===== src/rtl/uart_html_reader.sv =====
// UART (8N1) byte receiver feeding a small character FIFO for a document reader.
// An EOT byte ends the document; eof rises once every buffered character is consumed.
module uart_html_reader #(
  parameter int          CLKS_PER_BIT = 434,
  parameter int          FIFO_DEPTH   = 16,
  parameter logic [7:0]  EOT_CHAR     = 8'h04
) (
  input  logic       clock,
  input  logic       reset,
  input  logic       rx,
  input  logic       next_char,
  output logic [7:0] char,
  output logic       char_valid,
  output logic       eof,
  output logic       frame_error,
  output logic       overrun
);

  localparam int DATA_W = 8;
  localparam int AW     = $clog2(FIFO_DEPTH);
  localparam int AW1    = AW + 1;
  localparam int CW     = $clog2(CLKS_PER_BIT + 1);
  localparam logic [CW-1:0]  BIT_LAST  = CW'(CLKS_PER_BIT - 1);
  localparam logic [CW-1:0]  HALF_LAST = CW'((CLKS_PER_BIT / 2 > 0) ? CLKS_PER_BIT / 2 - 1 : 0);
  localparam logic [AW1-1:0] FULL_CNT  = AW1'(FIFO_DEPTH);

  typedef enum logic [1:0] {IDLE, START, DATA, STOP} state_t;

  // Stage p0/p1: synchronizer; p2 only delays p1 so a start needs a real falling edge
  logic rx_p0, rx_p1, rx_p2;
  logic start_edge;

  always_ff @(posedge clock) begin
    rx_p0 <= rx;
    rx_p1 <= rx_p0;
    rx_p2 <= rx_p1;
  end

  assign start_edge = rx_p2 & ~rx_p1;

  // Receiver: bit timing and framing, result lands in shift_p1 / vld_p1
  state_t              state;
  logic [CW-1:0]       clk_cnt;
  logic [2:0]          bit_cnt;
  logic [DATA_W-1:0]   shift_p1;
  logic                vld_p1;

  always_ff @(posedge clock) begin
    if (reset) begin
      state       <= IDLE;
      clk_cnt     <= '0;
      bit_cnt     <= '0;
      vld_p1      <= 1'b0;
      frame_error <= 1'b0;
    end else begin
      vld_p1      <= 1'b0;
      frame_error <= 1'b0;
      case (state)
        IDLE: begin
          if (start_edge) begin
            state   <= START;
            clk_cnt <= '0;
            bit_cnt <= '0;
          end
        end
        START: begin
          if (clk_cnt == HALF_LAST) begin
            clk_cnt <= '0;
            state   <= rx_p1 ? IDLE : DATA;
          end else begin
            clk_cnt <= clk_cnt + 1'b1;
          end
        end
        DATA: begin
          if (clk_cnt == BIT_LAST) begin
            clk_cnt <= '0;
            bit_cnt <= bit_cnt + 3'd1;
            if (bit_cnt == 3'd7) state <= STOP;
          end else begin
            clk_cnt <= clk_cnt + 1'b1;
          end
        end
        STOP: begin
          if (clk_cnt == BIT_LAST) begin
            clk_cnt <= '0;
            state   <= IDLE;
            if (rx_p1) vld_p1      <= 1'b1;
            else       frame_error <= 1'b1;
          end else begin
            clk_cnt <= clk_cnt + 1'b1;
          end
        end
        default: state <= IDLE;
      endcase
    end
  end

  always_ff @(posedge clock) begin
    if (state == DATA && clk_cnt == BIT_LAST)
      shift_p1 <= {rx_p1, shift_p1[DATA_W-1:1]};
  end

  // Buffer stage: the accepted byte is written one cycle after the stop sample
  logic [DATA_W-1:0] mem [FIFO_DEPTH];
  logic [AW-1:0]     wr_ptr, rd_ptr;
  logic [AW1-1:0]    count;
  logic              eot_seen;
  logic              accept, push_req, pop, push;

  assign accept   = vld_p1 & ~eot_seen;
  assign push_req = accept & (shift_p1 != EOT_CHAR);
  assign pop      = next_char & (count != '0);
  // A full buffer still takes the byte when the head leaves in the same cycle
  assign push     = push_req & ((count != FULL_CNT) | pop);

  always_ff @(posedge clock) begin
    if (reset) begin
      wr_ptr   <= '0;
      rd_ptr   <= '0;
      count    <= '0;
      eot_seen <= 1'b0;
      eof      <= 1'b0;
      overrun  <= 1'b0;
    end else begin
      if (accept && shift_p1 == EOT_CHAR) eot_seen <= 1'b1;
      if (push) wr_ptr <= wr_ptr + 1'b1;
      if (pop)  rd_ptr <= rd_ptr + 1'b1;
      case ({push, pop})
        2'b10:   count <= count + 1'b1;
        2'b01:   count <= count - 1'b1;
        default: count <= count;
      endcase
      if (push_req && !push) overrun <= 1'b1;
      eof <= eof | (eot_seen & (count == '0));
    end
  end

  always_ff @(posedge clock) begin
    if (push && !reset) mem[wr_ptr] <= shift_p1;
  end

  assign char_valid = (count != '0);
  assign char       = char_valid ? mem[rd_ptr] : '0;

endmodule


===== config.mk =====
export PLATFORM = sky130hd
export DESIGN_NAME = uart_html_reader
export DESIGN_NICKNAME = d
export VERILOG_FILES = /design/src/rtl/uart_html_reader.sv
export SDC_FILE = /design/constraint.sdc
export NUM_CORES = 1
export LEC_CHECK = 0
export CAP_MARGIN = 20
export CELL_PAD_IN_SITES_DETAIL_PLACEMENT = 0
export CELL_PAD_IN_SITES_GLOBAL_PLACEMENT = 1
export CORE_ASPECT_RATIO = 1.2
export CORE_UTILIZATION = 45
export DETAILED_ROUTE_END_ITERATION = 7
export PLACE_DENSITY = 0.66
export SYNTH_ARGS = -nofsm -noshare
export SYNTH_HDL_FRONTEND = slang
export SYNTH_SLANG_ARGS = --single-unit

===== constraint.sdc =====
create_clock -name clock -period 5.35 [get_ports clock]
set_input_delay 0.8025 -clock clock [delete_from_list [all_inputs] [get_ports clock]]
set_output_delay 0.8025 -clock clock [all_outputs]
set_load 0.05 [all_outputs]

==> results.toml, run 1 <==
[cells_and_area]
drive_gt1_frac = 0.142
layout.nets = 470
instances_no_fill = 673
area_growth_pct = 12.5
antenna_cells = 0

[grt]
grt_util_all_layers = 0.187
grt_pass1_wl_um = 21500
antenna_found_initial = 1
grt-ovfl-total = 0
grt_max_degree = 39
grt_pass1_vias = 3726

[sta]
rsz0062_at_grt = "false"
tns_ns = 0
setup_viol = 0
slew_viol_final = 0
fmax_mhz = 230
hold_viol_final = 0
fin_crit_sh = 0.813
fin_worst_skew_ns = 0.00765
fin_crit_ns = 4.35
worst_pin_slew_ns = 1.08
relSlewSlack = 0.275

[worst_setup_path]
path_cells = "buf_4, mux4_1, mux4_2, and2_1, clkdlybuf4s50_1"
crit_slowest_cell = "dfxtp_2"
cp_max_fo = 23
arrival_ns = 3.55
critPathMaxStageDelay_ns = 0.83
start_kind = "flip-flop"
cp-end-kind = "output pin"
crit_type = "reg -> out"
worst_ep_required_time_ns = 4.55

[placement]
port_buffers = 15
dp_cells = 641
hpwl_um = 8920
gp_congestion = 0.765

[die]
start_util = 0.460
die_h_um = 140
die_x_um = 117
fp.dieArea_um2 = 16400
ios = 16
rows = 50
fp.coreArea_um2 = 15600

[routing]
post_drt_wl_per_cell_um = 20.3
drtIter0Drc = 221
wirelength_um = 13700
drc = 0
drt_pass1_iterations = 4
antenna_left = 0
routed_via_density = 5.49
vias = 3692

[power]
clock_power_share = 0.328
power.total_mw = 3.65
p_sw_frac = 0.296
p_int_mw = 2.57
p_leak_nw = 2.60
comb_power_share = 0.241
p_per_area_nw_per_um2 = 452
vdd_drop_max_mv = 0.214
p_switching_mw = 1.08
seqPwrFrac = 0.430

[clocking]
cts_setup_buffers = 0
cts_buffers = 17
cts_sinks = 175
htree_levels = 4
ctsRootBufferMaster = "clkbuf_16"
clk_latency_ns = 0.43
ctsResizeCount = 0
clk_pin_slew_ns = 0.06
cts_tree = "done"
holdBufCountCts = 0
ctsLongestPathBuffers = 2

[synthesis]
ys.flop_type = "edfxtp_1"
synth_edf_count = 136
yosysUniqueCellTypes = 51
ys_seq_area_frac = 0.679
async_reset_ff_frac = 0
syn-cell-area_um2 = 7170
synth_top_area_cell = "edfxtp_1"
netlist_instances = 431
synth_fp_nets = 449
avgSynthCellArea_um2 = 16.6
netlist_top_cells_area = "edfxtp_1, dfxtp_1, mux4_2"
synth.top_cell.area_share = 0.570
ys_warn_count = 0
synth-seq-cells = 175

[worst_hold_path]
hp-class = "reg -> reg"

[outcome]
status = "finished clean"

[flow_run]
maxCapViolCount = 0
==> Yosys cell counts, types with 2 or more instances <==
cell type  count
or3b_2         2
inv_1         14
and2_1         8
a21oi_1       12
a211oi_1       2
or3_1          2
a31oi_1        8
nor2b_1        3
mux2i_2        2
mux2i_1        7
o21ai_0        4
edfxtp_1     136
nand2_1       25
xor2_1         3
clkbuf_1       9
mux4_2        23
buf_1          2
dfxtp_1       39
ha_1          13
xnor2_1        5
nand2b_1       3
mux4_1        17
nand3b_1       3
nor4_1         3
nand3_1       12
nor2_1        42
buf_8          2
and3_1         4
nor3_1         4
==> cells in the final DEF (no fill, tap or decap), types with 2 or more instances in the layout <==
| master | n |
|---|---|
| a211oi_1 | 2 |
| a21oi_1 | 12 |
| a31oi_1 | 8 |
| and2_1 | 8 |
| and3_1 | 4 |
| buf_4 | 2 |
| bufinv_16 | 2 |
| clkbuf_16 | 17 |
| clkdlybuf4s50_1 | 15 |
| clkinv_1 | 2 |
| clkinv_2 | 3 |
| clkinv_4 | 3 |
| clkinvlp_4 | 2 |
| dfxtp_1 | 37 |
| dfxtp_2 | 2 |
| edfxtp_1 | 136 |
| ha_1 | 13 |
| inv_1 | 14 |
| inv_6 | 2 |
| mux2i_1 | 7 |
| mux2i_2 | 2 |
| mux4_1 | 17 |
| mux4_2 | 23 |
| nand2_1 | 25 |
| nand2b_1 | 3 |
| nand3_1 | 12 |
| nand3b_1 | 3 |
| nor2_1 | 42 |
| nor2b_1 | 3 |
| nor3_1 | 4 |
| nor4_1 | 3 |
| o21ai_0 | 4 |
| or3_1 | 2 |
| or3b_2 | 2 |
| xnor2_1 | 5 |
| xor2_1 | 3 |
==> flip-flops by register name, indices dropped and copies added, names as in the netlist, 3 cells and up, named ones only <==
signal,cells
bit_cnt,3
clk_cnt,9
count,5
mem,128
rd_ptr,4
shift_p1,8
wr_ptr,4
==> critical path, delay by kind of cell, from the launching register on <==
family,cells,cell delay [ns]
buffers and inverters,2,1.04
and+or+nand+nor,1,0.17
muxes,2,1.08
DFF,1,0.83
==> power by group through the flow <==
stage	registers [mW]	logic (mW)	clock network [mW]
finish	1.57	0.880	1.20
global placement	1.60	0.881	0
CTS	1.57	0.891	1.22
detailed placement	1.60	0.889	0
floorplan	1.53	0.751	0
global route	1.58	0.949	1.27
==> metrics by stage <==
step	hold slack [ns]	setup WS, ns	util	cell area, um2
finish	0.327	1.00	0.518	8060
global route	0.337	0.816	0.518	8060
CTS	0.330	0.926	0.518	8060
detailed placement	0.315	1.38	0.481	7490
global placement	0.311	1.43	0.481	7490
floorplan	0.310	2.62	-	7170
==> layer usage <==
metal / track usage / up-vias / wire length, um
met1: 0.249 / 1877 / 5870
met2: 0.299 / 76 / 7080
li1: - / 1722 / -
met5: 0 / - / 0
met4: 0.0700 / 0 / 220
met3: 0.0411 / 17 / 482
==> path summary, 6_finish.rpt <==
path          endpoint        start  slack (ns)  cells after the start
max reg2reg  mem[6][7]  shift_p1[0]        1.92                      5
max            char[4]    flip-flop        1.00                      5
min              rx_p1        rx_p0        0.33                      0
min reg2reg      rx_p1        rx_p0        0.33                      0
==> layout make-up <==
| type | instances | area, um2 |
|---|---|---|
| fill | 1294 | 7510 |
| sequential | 175 | 4870 |
| multi-input combinational | 226 | 2140 |
| clock buffer | 18 | 429 |
| tap | 208 | 260 |
| timing repair buffer | 18 | 170 |
| clock inverter | 14 | 141 |
| inverter | 14 | 52.6 |
==> logic make-up (layout without fill, tap and decap cells) <==
kind of cell | Yosys count | count (layout) | share of synthesized area
muxes | 50 | 50 | 0.150
and+or+nand+nor | 120 | 120 | 0.0834
xor gates and xnor gates | 8 | 8 | 0.00978
adders and majority gates | 14 | 14 | 0.0255
AOI/OAI and AO/OA | 34 | 34 | 0.0305
DFF | 175 | 175 | 0.679
buffers and inverters | 30 | 64 | 0.0223
(Power assumes the default switching activity.)
==> inputs of run 2 (changes only) <==
==> constraint.sdc (replaced) <==
create_clock -name clock -period 4.4 [get_ports clock]
set_input_delay 0.66 -clock clock [delete_from_list [all_inputs] [get_ports clock]]
set_output_delay 0.66 -clock clock [all_outputs]
set_load 0.05 [all_outputs]
==> results.toml, run 2 (synthesis gave the netlist of run 1 again) <==
[worst_setup_path]
rr_endpoint = "count[4]"
arrival_ns = 3.02
critPathMaxStageDelay_ns = 0.69
crit_slowest_cell = "clkdlybuf4s50_1"
crit_type = "reg -> out"
r2r_cells = 11
crit_buf_inv = 2
ff2ff_setup_slack_ns = 1.21
start_kind = "flip-flop"
r2r-start = "shift_p1[2]"
crit_family = "multiplexers"
worst_ep_required_time_ns = 3.74
cp.depth = 5
cp_max_fo = 32
path_cells = "buf_12, mux4_1, mux4_2, and2_1, clkdlybuf4s50_1"
cp-end-kind = "output pin"

[flow_run]
maxCapViolCount = 0

[cells_and_area]
antenna_cells = 0
largest_reg_flops = 128
mostFrequentLayoutCells = "edfxtp_1, nor2_1, dfxtp_1"
drive_gt1_frac = 0.152
fin_util = 0.525
layout.nets = 473
instances_no_fill = 676
area_growth_pct = 14.2
regMostFlops = "mem"
top_regs = "mem (128), clk_cnt (9), shift_p1 (8)"
mostFrequentLayoutCell = "edfxtp_1"

[sta]
fin_crit_ns = 3.68
setup_viol = 0
fin_crit_sh = 0.836
setup_slack_ns = 0.724
fmax_mhz = 272
rsz0062_at_grt = "false"
slew_viol_final = 0
relSlewSlack = 0.350
hold_ws_ns = 0.328
fin_worst_skew_ns = 0.00645
tns_ns = 0
hold_viol_final = 0
worst_pin_slew_ns = 0.972

[power]
p_per_area_nw_per_um2 = 569
vdd_drop_max_mv = 0.313
p_leak_nw = 2.67

[clocking]
ctsResizeCount = 0
clk_latency_ns = 0.43
clk_pin_slew_ns = 0.06
htree_levels = 4
cts_setup_buffers = 0
ctsLongestPathBuffers = 2
ctsRootBufferMaster = "clkbuf_16"
cts_sinks = 175
cts_tree = "done"
cts_buffers = 17
holdBufCountCts = 0

[die]
die_x_um = 117
fp.dieArea_um2 = 16400
rows = 50
fp.coreArea_um2 = 15600
die_h_um = 140
ios = 16
start_util = 0.460

[worst_hold_path]
hold_end = "rx_p1"
hold_depth = 0
hp-start = "rx_p0"
hp-class = "reg -> reg"

[grt]
antenna_found_initial = 0
grt_pass1_vias = 3723
grt_util_all_layers = 0.182
grt-ovfl-total = 0
grt_max_degree = 35
grt_pass1_wl_um = 21000

[routing]
wirelength_um = 13300
drt_pass1_iterations = 4
vias = 3697
drtIter0Drc = 319
routed_via_density = 5.47
post_drt_wl_per_cell_um = 19.7
drc = 0
antenna_left = 0

[placement]
gp_congestion = 0.753
dp_cells = 643
hpwl_um = 8780
dp_slack_ns = 1.05
port_buffers = 15

[outcome]
status = "finished clean"
## run 2: layout make-up
type                    instances  area, um2
clock inverters                15        233
repair buffers                 21        205
well taps                     208        260
flip-flops and latches        175       4870
fillers                      1297       7390
multi-input cells             226       2140
inverters                      14       52.6
clock buffers                  17        425
## run 2: routing by layer
| metal | track usage | share of wire | vias to the layer above | wire length (um) |
|---|---|---|---|---|
| li1 | - | - | 1730 | - |
| met1 | 0.240 | 0.45 | 1893 | 6030 |
| met2 | 0.290 | 0.50 | 52 | 6700 |
| met3 | 0.0355 | 0.022 | 22 | 296 |
| met4 | 0.0846 | 0.023 | 0 | 301 |
| met5 | 0 | 0 | - | 0 |
## run 2: per-stage QoR
step	power, mW	area [um2]
floorplan	2.78	7170
global placement	3.05	7520
detailed placement	3.06	7520
CTS	4.71	8180
global route	4.84	8190
finish	4.66	8190
## run 2: worst max path at each step
| stage | end | slack, ns |
|---|---|---|
| after floorplan | count[4] | 1.67 |
| after global placement | count[4] | 1.12 |
| after detailed placement | count[4] | 1.05 |
| after CTS | char[5] | 0.69 |
| after global routing | char[1] | 0.61 |
| final | char[5] | 0.72 |
## run 2: where the power goes
part           internal (mW)  switching (mW)  leakage [nW]
registers               1.79          0.0433          1.54
clock network           1.02           0.648         0.324
logic                  0.508           0.647         0.803
==> inputs of run 3 (changes only) <==
--- a/config.mk
+++ b/config.mk
@@ -11,7 +11,7 @@
 export CORE_ASPECT_RATIO = 1.2
 export CORE_UTILIZATION = 45
 export DETAILED_ROUTE_END_ITERATION = 7
-export PLACE_DENSITY = 0.66
+export PLACE_DENSITY = 0.68
 export SYNTH_ARGS = -nofsm -noshare
 export SYNTH_HDL_FRONTEND = slang
 export SYNTH_SLANG_ARGS = --single-unit
==> constraint.sdc (replaced) <==
create_clock -name clock -period 3.27 [get_ports clock]
set_input_delay 0.4905 -clock clock [delete_from_list [all_inputs] [get_ports clock]]
set_output_delay 0.4905 -clock clock [all_outputs]
set_load 0.05 [all_outputs]
==> results.toml, run 3 (synthesis gave the netlist of run 1 again) <==
[worst_setup_path]
cp.depth = 5
ff2ff_setup_slack_ns = 0.42
crit_family = "multiplexers"
cp_max_fo = 27
crit_buf_inv = 2
worst_ep_required_time_ns = 2.78
cp-end-kind = "output pin"
crit_slowest_cell = "mux4_1"
arrival_ns = 2.59
r2r-start = "shift_p1[1]"
crit_type = "reg -> out"
critPathMaxStageDelay_ns = 0.63
crit_path_end = "char[6]"
path_cells = "buf_12, mux4_1, mux4_2, and2_1, buf_4"
r2r_cells = 10
rr_endpoint = "count[4]"
start_kind = "flip-flop"

[clocking]
holdBufCountCts = 0
ctsLongestPathBuffers = 2
clk_latency_ns = 0.42
htree_levels = 4
cts_sinks = 175
ctsRootBufferMaster = "clkbuf_16"
cts_tree = "done"
clk_pin_slew_ns = 0.06
ctsResizeCount = 0
cts_setup_buffers = 0
cts_buffers = 17

[cells_and_area]
instances_no_fill = 700
area_growth_pct = 14.3
mostFrequentLayoutCells = "edfxtp_1, nor2_1, dfxtp_1"
antenna_cells = 0
top_regs = "mem (128), clk_cnt (9), shift_p1 (8)"
mostFrequentLayoutCell = "edfxtp_1"
layout.nets = 497
largest_reg_flops = 128
regMostFlops = "mem"
drive_gt1_frac = 0.197

[worst_hold_path]
hp-start = "rx_p0"
hp-class = "reg -> reg"

[flow_run]
maxCapViolCount = 0

[die]
rows = 50
start_util = 0.460
fp.coreArea_um2 = 15600
fp.dieArea_um2 = 16400
die_x_um = 117
die_h_um = 140
ios = 16

[routing]
drtIter0Drc = 213
vias = 3750
post_drt_wl_per_cell_um = 19.2
drc = 0
antenna_left = 0
wirelength_um = 13500
drt_pass1_iterations = 4
routed_via_density = 5.36

[power]
vdd_drop_max_mv = 0.393
comb_power_share = 0.269
p_leak_nw = 2.73
seqPwrFrac = 0.430
p_sw_frac = 0.303
clock_power_share = 0.301
p_int_mw = 4.03
p_per_area_nw_per_um2 = 706
p_switching_mw = 1.75

[grt]
met3_usage = 0.0368
grt_pass1_wl_um = 21500
gr-max-usage-layer = "met2"
grt-ovfl-total = 0
grt_max_degree = 36
grtUsageMet2 = 0.302
grt_pass1_vias = 3870
antenna_found_initial = 0
grt_util_all_layers = 0.184
met1_usage = 0.236

[sta]
fin_crit_ns = 3.08
fin_worst_skew_ns = 0.00601
slew_viol_final = 0
fin_crit_sh = 0.942
relSlewSlack = 0.439
tns_ns = 0
fmax_mhz = 325
setup_viol = 0
hold_viol_final = 0
rsz0062_at_grt = "false"
worst_pin_slew_ns = 0.824

[outcome]
status = "finished clean"

[placement]
dp_cells = 668
gp_congestion = 0.769
port_buffers = 15
hpwl_um = 8920
run 3: how the worst min path moves through the flow:
| stage | depth (start not counted) | to | slack [ns] |
|---|---|---|---|
| 2_1_floorplan | 0 | rx_p1 | 0.31 |
| 3_3_place_gp | 0 | rx_p1 | 0.31 |
| 3_5_place_dp | 0 | rx_p1 | 0.32 |
| 4_1_cts | 0 | rx_p1 | 0.33 |
| 5_1_grt | 0 | rx_p1 | 0.34 |
| 6_report | 0 | rx_p1 | 0.33 |
run 3: routing by layer:
metal / vias up / wire length (um)
met5: - / 0
met1: 1886 / 5880
met3: 21 / 476
li1: 1766 / -
met4: 0 / 278
met2: 77 / 6820
run 3: power groups by stage:
stage	clock, mW	sequential (mW)	combinational, mW
5_1_grt	1.87	2.50	1.68
6_report	1.74	2.49	1.56
3_3_place_gp	0	2.54	1.57
3_5_place_dp	0	2.54	1.59
2_1_floorplan	0	2.51	1.23
4_1_cts	1.78	2.49	1.59
run 3: area by class of cell:
type / instances / area [um2]
fillers: 1286 / 7380
flip-flops and latches: 175 / 4870
multi-input cells: 226 / 2140
clock buffers: 18 / 429
repair buffers: 45 / 368
well taps: 208 / 260
clock inverters: 14 / 77.6
inverters: 14 / 52.6
run 3: metrics by stage:
step / power, mW / hold slack [ns] / setup slack [ns] / utilization / cell area [um2]
after global placement: 4.11 / 0.311 / 0.496 / 0.493 / 7680
final: 5.79 / 0.330 / 0.189 / 0.526 / 8200
after floorplan: 3.73 / 0.310 / 0.539 / - / 7170
after detailed placement: 4.12 / 0.319 / 0.444 / 0.494 / 7690
after CTS: 5.86 / 0.334 / 0.127 / 0.526 / 8200
after global routing: 6.04 / 0.342 / 0.0786 / 0.526 / 8200
